File: src/rtl/mdu_pkg.sv
// rtl/mdu_pkg.sv - shared op/state encodings and default widths for the multiply/divide unit
package mdu_pkg;
   localparam int MDU_XLEN   = 32;
   localparam int MDU_ITER_W = 6;

   typedef enum logic [2:0] {
      MDU_NOP   = 3'b000,
      MDU_MULT  = 3'b001,
      MDU_MULTU = 3'b010,
      MDU_DIV   = 3'b011,
      MDU_DIVU  = 3'b100,
      MDU_MTHI  = 3'b101,
      MDU_MTLO  = 3'b110,
      MDU_RSVD  = 3'b111
   } mdu_op_e;

   typedef enum logic [1:0] {
      ST_IDLE = 2'd0,
      ST_MUL  = 2'd1,
      ST_DIV  = 2'd2,
      ST_FIX  = 2'd3
   } mdu_state_e;
endpackage

File: src/rtl/mdu_hilo_if.sv
// rtl/mdu_hilo_if.sv - request/response bundle between decode/writeback and the MDU
interface mdu_hilo_if import mdu_pkg::*; #(parameter int XLEN = MDU_XLEN);
   logic [2:0]      op;
   logic [XLEN-1:0] rs_val;
   logic [XLEN-1:0] rt_val;
   logic            mf_rd;
   logic            mf_hi;
   logic [XLEN-1:0] rdata;
   logic            busy;
   logic            done;
   logic            stall;

   modport master (output op, rs_val, rt_val, mf_rd, mf_hi,
                   input  rdata, busy, done, stall);
   modport slave  (input  op, rs_val, rt_val, mf_rd, mf_hi,
                   output rdata, busy, done, stall);
endinterface

File: src/rtl/mdu_sign_fix.sv
// rtl/mdu_sign_fix.sv - operand magnitude extraction and result sign restoration
module mdu_sign_fix import mdu_pkg::*; #(parameter int XLEN = MDU_XLEN) (
   input  logic [XLEN-1:0]   a,
   input  logic [XLEN-1:0]   b,
   input  logic              sgn,
   output logic [XLEN-1:0]   a_mag,
   output logic [XLEN-1:0]   b_mag,
   output logic              a_neg,
   output logic              b_neg,
   input  logic [2*XLEN-1:0] prod_in,
   input  logic              prod_neg,
   output logic [2*XLEN-1:0] prod_out,
   input  logic [XLEN-1:0]   quo_in,
   input  logic              quo_neg,
   output logic [XLEN-1:0]   quo_out,
   input  logic [XLEN-1:0]   rem_in,
   input  logic              rem_neg,
   output logic [XLEN-1:0]   rem_out
);
   assign a_neg = sgn & a[XLEN-1];
   assign b_neg = sgn & b[XLEN-1];
   // Negating the most negative value wraps back to itself, which is the intended magnitude.
   assign a_mag = a_neg ? (~a + 1'b1) : a;
   assign b_mag = b_neg ? (~b + 1'b1) : b;

   assign prod_out = prod_neg ? (~prod_in + 1'b1) : prod_in;
   assign quo_out  = quo_neg  ? (~quo_in  + 1'b1) : quo_in;
   assign rem_out  = rem_neg  ? (~rem_in  + 1'b1) : rem_in;
endmodule

File: src/rtl/mdu_hilo.sv
// rtl/mdu_hilo.sv - iterative multiply/divide unit with HI/LO; MDU_EARLY_OUT_EN enables multiply early exit
module mdu_hilo import mdu_pkg::*; #(
   parameter int XLEN   = MDU_XLEN,
   parameter int ITER_W = MDU_ITER_W
) (
   input logic       clk,
   input logic       rst_n,
   mdu_hilo_if.slave bus
);
   mdu_state_e        state;
   logic [ITER_W-1:0] count;
   logic [XLEN-1:0]   hi, lo, mplier;
   logic [2*XLEN-1:0] acc, mcand;
   logic              neg_res, neg_a, div_zero, is_div, done;

   logic              is_signed, a_neg, b_neg, mul_last, busy;
   logic [XLEN-1:0]   a_mag, b_mag, quo_fix, rem_fix;
   logic [2*XLEN-1:0] prod_fix, mul_sum, div_next;
   logic [XLEN:0]     div_sh, div_diff;

   assign is_signed = (bus.op == MDU_MULT) || (bus.op == MDU_DIV);

   mdu_sign_fix #(.XLEN(XLEN)) u_sign_fix (
      .a(bus.rs_val), .b(bus.rt_val), .sgn(is_signed),
      .a_mag(a_mag), .b_mag(b_mag), .a_neg(a_neg), .b_neg(b_neg),
      .prod_in(acc), .prod_neg(neg_res), .prod_out(prod_fix),
      .quo_in(acc[XLEN-1:0]), .quo_neg(neg_res), .quo_out(quo_fix),
      .rem_in(acc[2*XLEN-1:XLEN]), .rem_neg(neg_a), .rem_out(rem_fix)
   );

   // Multiply: add the left-shifting multiplicand while the multiplier shifts right.
   assign mul_sum = acc + (mplier[0] ? mcand : '0);

   // Divide: acc holds {remainder, dividend/quotient}; restoring step on the shifted pair.
   assign div_sh   = {acc[2*XLEN-1:XLEN], acc[XLEN-1]};
   assign div_diff = div_sh - {1'b0, mplier};
   assign div_next = {div_diff[XLEN] ? div_sh[XLEN-1:0] : div_diff[XLEN-1:0],
                      acc[XLEN-2:0], ~div_diff[XLEN]};

`ifdef MDU_EARLY_OUT_EN
   assign mul_last = (count == '0) || (mplier[XLEN-1:1] == '0);
`else
   assign mul_last = (count == '0);
`endif

   assign busy      = (state != ST_IDLE);
   assign bus.busy  = busy;
   assign bus.done  = done;
   assign bus.rdata = bus.mf_hi ? hi : lo;
   assign bus.stall = busy & (bus.mf_rd | ((bus.op != MDU_NOP) && (bus.op != MDU_RSVD)));

   always_ff @(posedge clk or negedge rst_n) begin
      if (!rst_n) begin
         state    <= ST_IDLE;
         count    <= '0;
         hi       <= '0;
         lo       <= '0;
         acc      <= '0;
         mcand    <= '0;
         mplier   <= '0;
         neg_res  <= 1'b0;
         neg_a    <= 1'b0;
         div_zero <= 1'b0;
         is_div   <= 1'b0;
         done     <= 1'b0;
      end else begin
         done <= 1'b0;
         case (state)
            ST_IDLE: begin
               case (bus.op)
                  MDU_MULT, MDU_MULTU: begin
                     state   <= ST_MUL;
                     count   <= ITER_W'(XLEN-1);
                     acc     <= '0;
                     mcand   <= {{XLEN{1'b0}}, a_mag};
                     mplier  <= b_mag;
                     neg_res <= a_neg ^ b_neg;
                     neg_a   <= a_neg;
                     is_div  <= 1'b0;
                  end
                  MDU_DIV, MDU_DIVU: begin
                     state    <= ST_DIV;
                     count    <= ITER_W'(XLEN-1);
                     div_zero <= (bus.rt_val == '0);
                     // A zero divisor parks the final HI/LO pattern in acc and skips the steps.
                     acc      <= (bus.rt_val == '0) ? {bus.rs_val, {XLEN{1'b1}}}
                                                    : {{XLEN{1'b0}}, a_mag};
                     mplier   <= b_mag;
                     neg_res  <= a_neg ^ b_neg;
                     neg_a    <= a_neg;
                     is_div   <= 1'b1;
                  end
                  MDU_MTHI: hi <= bus.rs_val;
                  MDU_MTLO: lo <= bus.rs_val;
                  default: ;
               endcase
            end
            ST_MUL: begin
               acc    <= mul_sum;
               mcand  <= mcand << 1;
               mplier <= mplier >> 1;
               count  <= count - 1'b1;
               if (mul_last)
                  state <= ST_FIX;
            end
            ST_DIV: begin
               if (!div_zero)
                  acc <= div_next;
               count <= count - 1'b1;
               if (count == '0)
                  state <= ST_FIX;
            end
            ST_FIX: begin
               if (is_div && div_zero) begin
                  hi <= acc[2*XLEN-1:XLEN];
                  lo <= acc[XLEN-1:0];
               end else if (is_div) begin
                  hi <= rem_fix;
                  lo <= quo_fix;
               end else begin
                  hi <= prod_fix[2*XLEN-1:XLEN];
                  lo <= prod_fix[XLEN-1:0];
               end
               done  <= 1'b1;
               state <= ST_IDLE;
            end
         endcase
      end
   end
endmodule

File: src/flat_wrapper.sv
// flat-port wrapper written by rule: the top's interface ports become plain ports
module mdu_hilo_flat import mdu_pkg::*;
#(
   parameter int XLEN   = MDU_XLEN,
   parameter int ITER_W = MDU_ITER_W
)
  (clk, rst_n, bus_op, bus_rs_val, bus_rt_val, bus_mf_rd, bus_mf_hi, bus_rdata, bus_busy, bus_done, bus_stall);
  mdu_hilo_if #(.XLEN(XLEN)) bus_i ();
  input logic clk;
  input logic rst_n;
  input wire logic [$bits(bus_i.op)-1:0] bus_op;
  input wire logic [$bits(bus_i.rs_val)-1:0] bus_rs_val;
  input wire logic [$bits(bus_i.rt_val)-1:0] bus_rt_val;
  input wire logic [$bits(bus_i.mf_rd)-1:0] bus_mf_rd;
  input wire logic [$bits(bus_i.mf_hi)-1:0] bus_mf_hi;
  output wire logic [$bits(bus_i.rdata)-1:0] bus_rdata;
  output wire logic [$bits(bus_i.busy)-1:0] bus_busy;
  output wire logic [$bits(bus_i.done)-1:0] bus_done;
  output wire logic [$bits(bus_i.stall)-1:0] bus_stall;
  assign bus_i.op = bus_op;
  assign bus_i.rs_val = bus_rs_val;
  assign bus_i.rt_val = bus_rt_val;
  assign bus_i.mf_rd = bus_mf_rd;
  assign bus_i.mf_hi = bus_mf_hi;
  assign bus_rdata = bus_i.rdata;
  assign bus_busy = bus_i.busy;
  assign bus_done = bus_i.done;
  assign bus_stall = bus_i.stall;
  mdu_hilo #(.XLEN(XLEN), .ITER_W(ITER_W)) u_core (.clk(clk), .rst_n(rst_n), .bus(bus_i));
endmodule
File: config.mk
export PLATFORM = sky130hd
export DESIGN_NAME = mdu_hilo_flat
export DESIGN_NICKNAME = d
export VERILOG_FILES = /design/src/rtl/mdu_pkg.sv /design/src/rtl/mdu_hilo_if.sv /design/src/rtl/mdu_sign_fix.sv /design/src/rtl/mdu_hilo.sv /design/src/flat_wrapper.sv
export SDC_FILE = /design/constraint.sdc
export NUM_CORES = 1
export LEC_CHECK = 0
export CAP_MARGIN = 10
export CORE_UTILIZATION = 40
export DETAILED_ROUTE_END_ITERATION = 12
export GPL_TIMING_DRIVEN = 1
export SLEW_MARGIN = 10
export SYNTH_ARGS = -nofsm -noshare
export SYNTH_HDL_FRONTEND = slang
export SYNTH_SLANG_ARGS = --single-unit
File: constraint.sdc
create_clock -name clk -period 4.2 [get_ports clk]
set_input_delay 0.84 -clock clk [delete_from_list [all_inputs] [get_ports clk]]
set_output_delay 0.84 -clock clk [all_outputs]
set_load 0.03 [all_outputs]
==> run_results.csv <==
group,metric,value,unit
outcome,status,"complete, but fails checks",
outcome,violations,"design-rule violations",
synth,syn_nets,2840,
timing,relSlewSlack,0.1785,
finish,syn2layout_area_growth,17.37,%
cts,cts_root_buf,"clkbuf_16",
timing,setup_viol,0,
worst_setup_path,worstSetupEndpointType,"flip-flop",
timing,fin_ws,0.1943,ns
worst_setup_path,critPathArrivalTime,4.48,ns
synth,yosysWarnings,0,
placed_design,gp_congestion,0.9740,
cts,cts_sinks,237,
finish,stdcell_count,3485,
synth,syn_inst,2662,
synth,synth_top_cells_by_area,"dfrtp_1 29%, o21ai_0 7.1%, ha_1 6.3%, nand2_1 5.9%, a21oi_1 5.8%",
worst_setup_path,critPathLaunchType,"flip-flop",
job,maxCapViolations,0,
drt,ant_nets,0,
synth,ys_ff_latch,237,
synth,netlist_area,20770,µm²
grt,grt-ovfl-total,0,
grt,grt_pass1_wl,125100,µm
synth,ys_async_sr_fraction,1.000,
synth,synth_edf_count,0,
synth,synth.distinct_cells,84,
floorplan,dieArea,52850,µm²
finish,n_fill_cell,5105,
timing,fin_worst_skew,0.03204,ns
drt,vias_per_cell,6.074,
cts,path_clk_slew,0.07,ns
timing,rsz0062_at_grt,"no",
cts,cts_buffer_depth,3,
cts,clkLatencyLatePin,0.60,ns
timing,fmax,249.6,MHz
floorplan,fp-row-count,83,
floorplan,core_area,51300,µm²
placed_design,dp_slack,0.2331,ns
placed_design,io_buffers,105,
drt,drc,1,
timing,setup_tns,0,ns
cts,htreeDepth,1,
pwr,vdd_drop_max,0.3917,mV
synth,synth_top_cell_by_area,"dfrtp_1",
drt,dr.first_iter.drc_count,2362,
grt,grt_max_degree,85,
cts,post_cts_buffers,0,
floorplan,fp.dieW,229.9,µm
floorplan,boundaryPins,106,
finish,fin_nets,2964,
drt,vias,21170,
cts,ctsResizeCount,0,
timing,slew_violations,0,
worst_setup_path,required,4.68,ns
drt,wl_per_cell,23.97,µm
finish,n_antenna_cell,0,
grt,grt_pass1_vias,19990,
worst_setup_path,worstSetupPathType,"flip-flop to flip-flop",
placed_design,dp.final_hpwl,64720,µm
drt,drt_pre_antenna_iters,10,
pwr,powerDensity,853.8,nW/µm²
timing,hold_viol_final,0,
timing,worst_pin_slew,1.229,ns
grt,grt_usage,0.3092,
cts,cts_tree,"yes",
finish,drive_gt1_frac,0.09519,
cts,holdBufCountCts,0,
placed_design,dpl.cell_count,3433,
grt,antenna_found_initial,3,
pwr,p_leak,10.80,nW
floorplan,start_util,0.4050,
hold_path,worstHoldPathType,"input pin to asynchronous set/reset pin",
timing,period_share,0.9537,
synth,syn_area_per_cell,7.804,µm²
synth,yosysSeqAreaShare,0.2855,
timing,period_minus_slack,4.006,ns
synth,yosys_most_used_dff,"dfrtp_1",
floorplan,die_y,229.9,µm
cts,cts-buffers-inserted,31,
worst_setup_path,cp_max_fo,32,
drt,postRouteWirelength,83530,µm
synth,yosysTopAreaCellShare,0.2855,
routing by layer:
metal	vias up	wire length, µm	GRT usage
li1	9891	-	-
met1	10190	36710	0.4307
met2	907	36700	0.4827
met3	175	6200	0.03708
met4	2	3905	0.1287
met5	-	12	0
cell type report:
class	count	area, µm²	area share
Tap cell	680	850.8	0.03489
Inverter	85	319.1	0.01308
Multi-Input combinational cell	2183	14010	0.5748
Timing Repair Buffer	248	2267	0.09298
Clock inverter	12	131.4	0.005388
Sequential cell	237	5931	0.2432
Clock buffer	40	869.6	0.03566
cells in the final DEF (no fill, tap or decap), types with 23 or more instances in the layout:
cell	netlist	layout
nand2_1	325	325
o21ai_0	296	296
a21oi_1	242	239
dfrtp_1	237	237
nor2_1	193	193
buf_4	2	132
clkdlybuf4s50_1	0	104
ha_1	105	103
xnor2_1	97	97
xor2_1	90	90
inv_1	82	82
and2_1	77	77
mux2i_1	66	66
a21o_1	57	57
nor3_1	42	41
mux2_2	40	40
a31oi_1	39	39
nand3_1	37	37
a22o_1	35	35
clkbuf_16	0	31
or3_1	28	28
a211oi_1	28	28
nor2b_1	26	26
o31ai_1	24	24
o211ai_1	23	23
and3_1	23	23
stage by stage:
step / power [mW] / instance area, µm² / hold slack (ns) / util
final: 20.82 / 24380 / 0.2244 / 0.4753
after global placement: 17.73 / 23380 / 0.4572 / 0.4558
after global routing: 22.17 / 24380 / 0.3013 / 0.4753
after floorplan: 13.07 / 20770 / 0.4441 / -
after detailed placement: 17.85 / 23380 / 0.4629 / 0.4558
after CTS: 20.60 / 24380 / 0.2739 / 0.4753
worst paths after layout:
kind	from	to	depth (start not counted)	slack, ns
setup / recovery	u_core.mplier[0]	u_core.acc[36]	15	0.19
hold / removal	rst_n	u_core.mcand[7]	1	0.22
setup reg to reg	u_core.mplier[0]	u_core.acc[36]	15	0.19
hold reg to reg	u_core.hi[15]	u_core.hi[15]	2	0.48
max in group asynchronous	rst_n	u_core.mcand[35]	2	2.95
min in group clk	u_core.hi[15]	u_core.hi[15]	2	0.48
registers in the layout, indices dropped and copies added (netlist names):
register	count
u_core.acc	64
u_core.is_div	1
u_core.mcand	64
u_core.div_zero	1
u_core.hi	32
u_core.mplier	32
u_core.state	2
u_core.count	6
u_core.neg_a	1
u_core.bus.done	1
u_core.lo	32
u_core.neg_res	1
critical path: stages, from the launching register on:
cell	delay, ns
dfrtp_1	0.39
buf_12	0.19
ha_1	0.20
inv_1	0.06
fa_1	0.42
a211oi_1	0.29
o21a_1	0.25
a211o_1	0.23
a211oi_1	0.09
or4b_1	0.54
o211ai_4	0.13
buf_12	0.25
mux2_2	0.37
a22oi_1	0.14
nor2_1	0.06
a221o_1	0.27
synth_stat cells, drive strengths merged (37+ instances only):
library cell    n
a21o           57
inv            84
nand3          37
nor2          194
a21oi         242
nor3           43
ha            105
dfrtp         237
xor2           90
xnor2          97
clkbuf        127
mux2           40
mux2i          66
a31oi          39
o21ai         308
nand2         325
and2           77
cell families after synthesis:
| logic type | synth area share |
|---|---|
| adders and majority gates | 0.06517 |
| buffers and inverters | 0.04517 |
| AOI/OAI and AO/OA | 0.2760 |
| muxes | 0.05348 |
| DFF | 0.2855 |
| xor gates and xnor gates | 0.07884 |
| and+or+nand+nor | 0.1959 |
power by group:
group	internal, mW	switching [mW]
registers	3.26	0.924
clock network	1.57	1.13
logic	5.18	8.77
total	10.0	10.8
No activity file was read; power rests on OpenSTA's default activity.
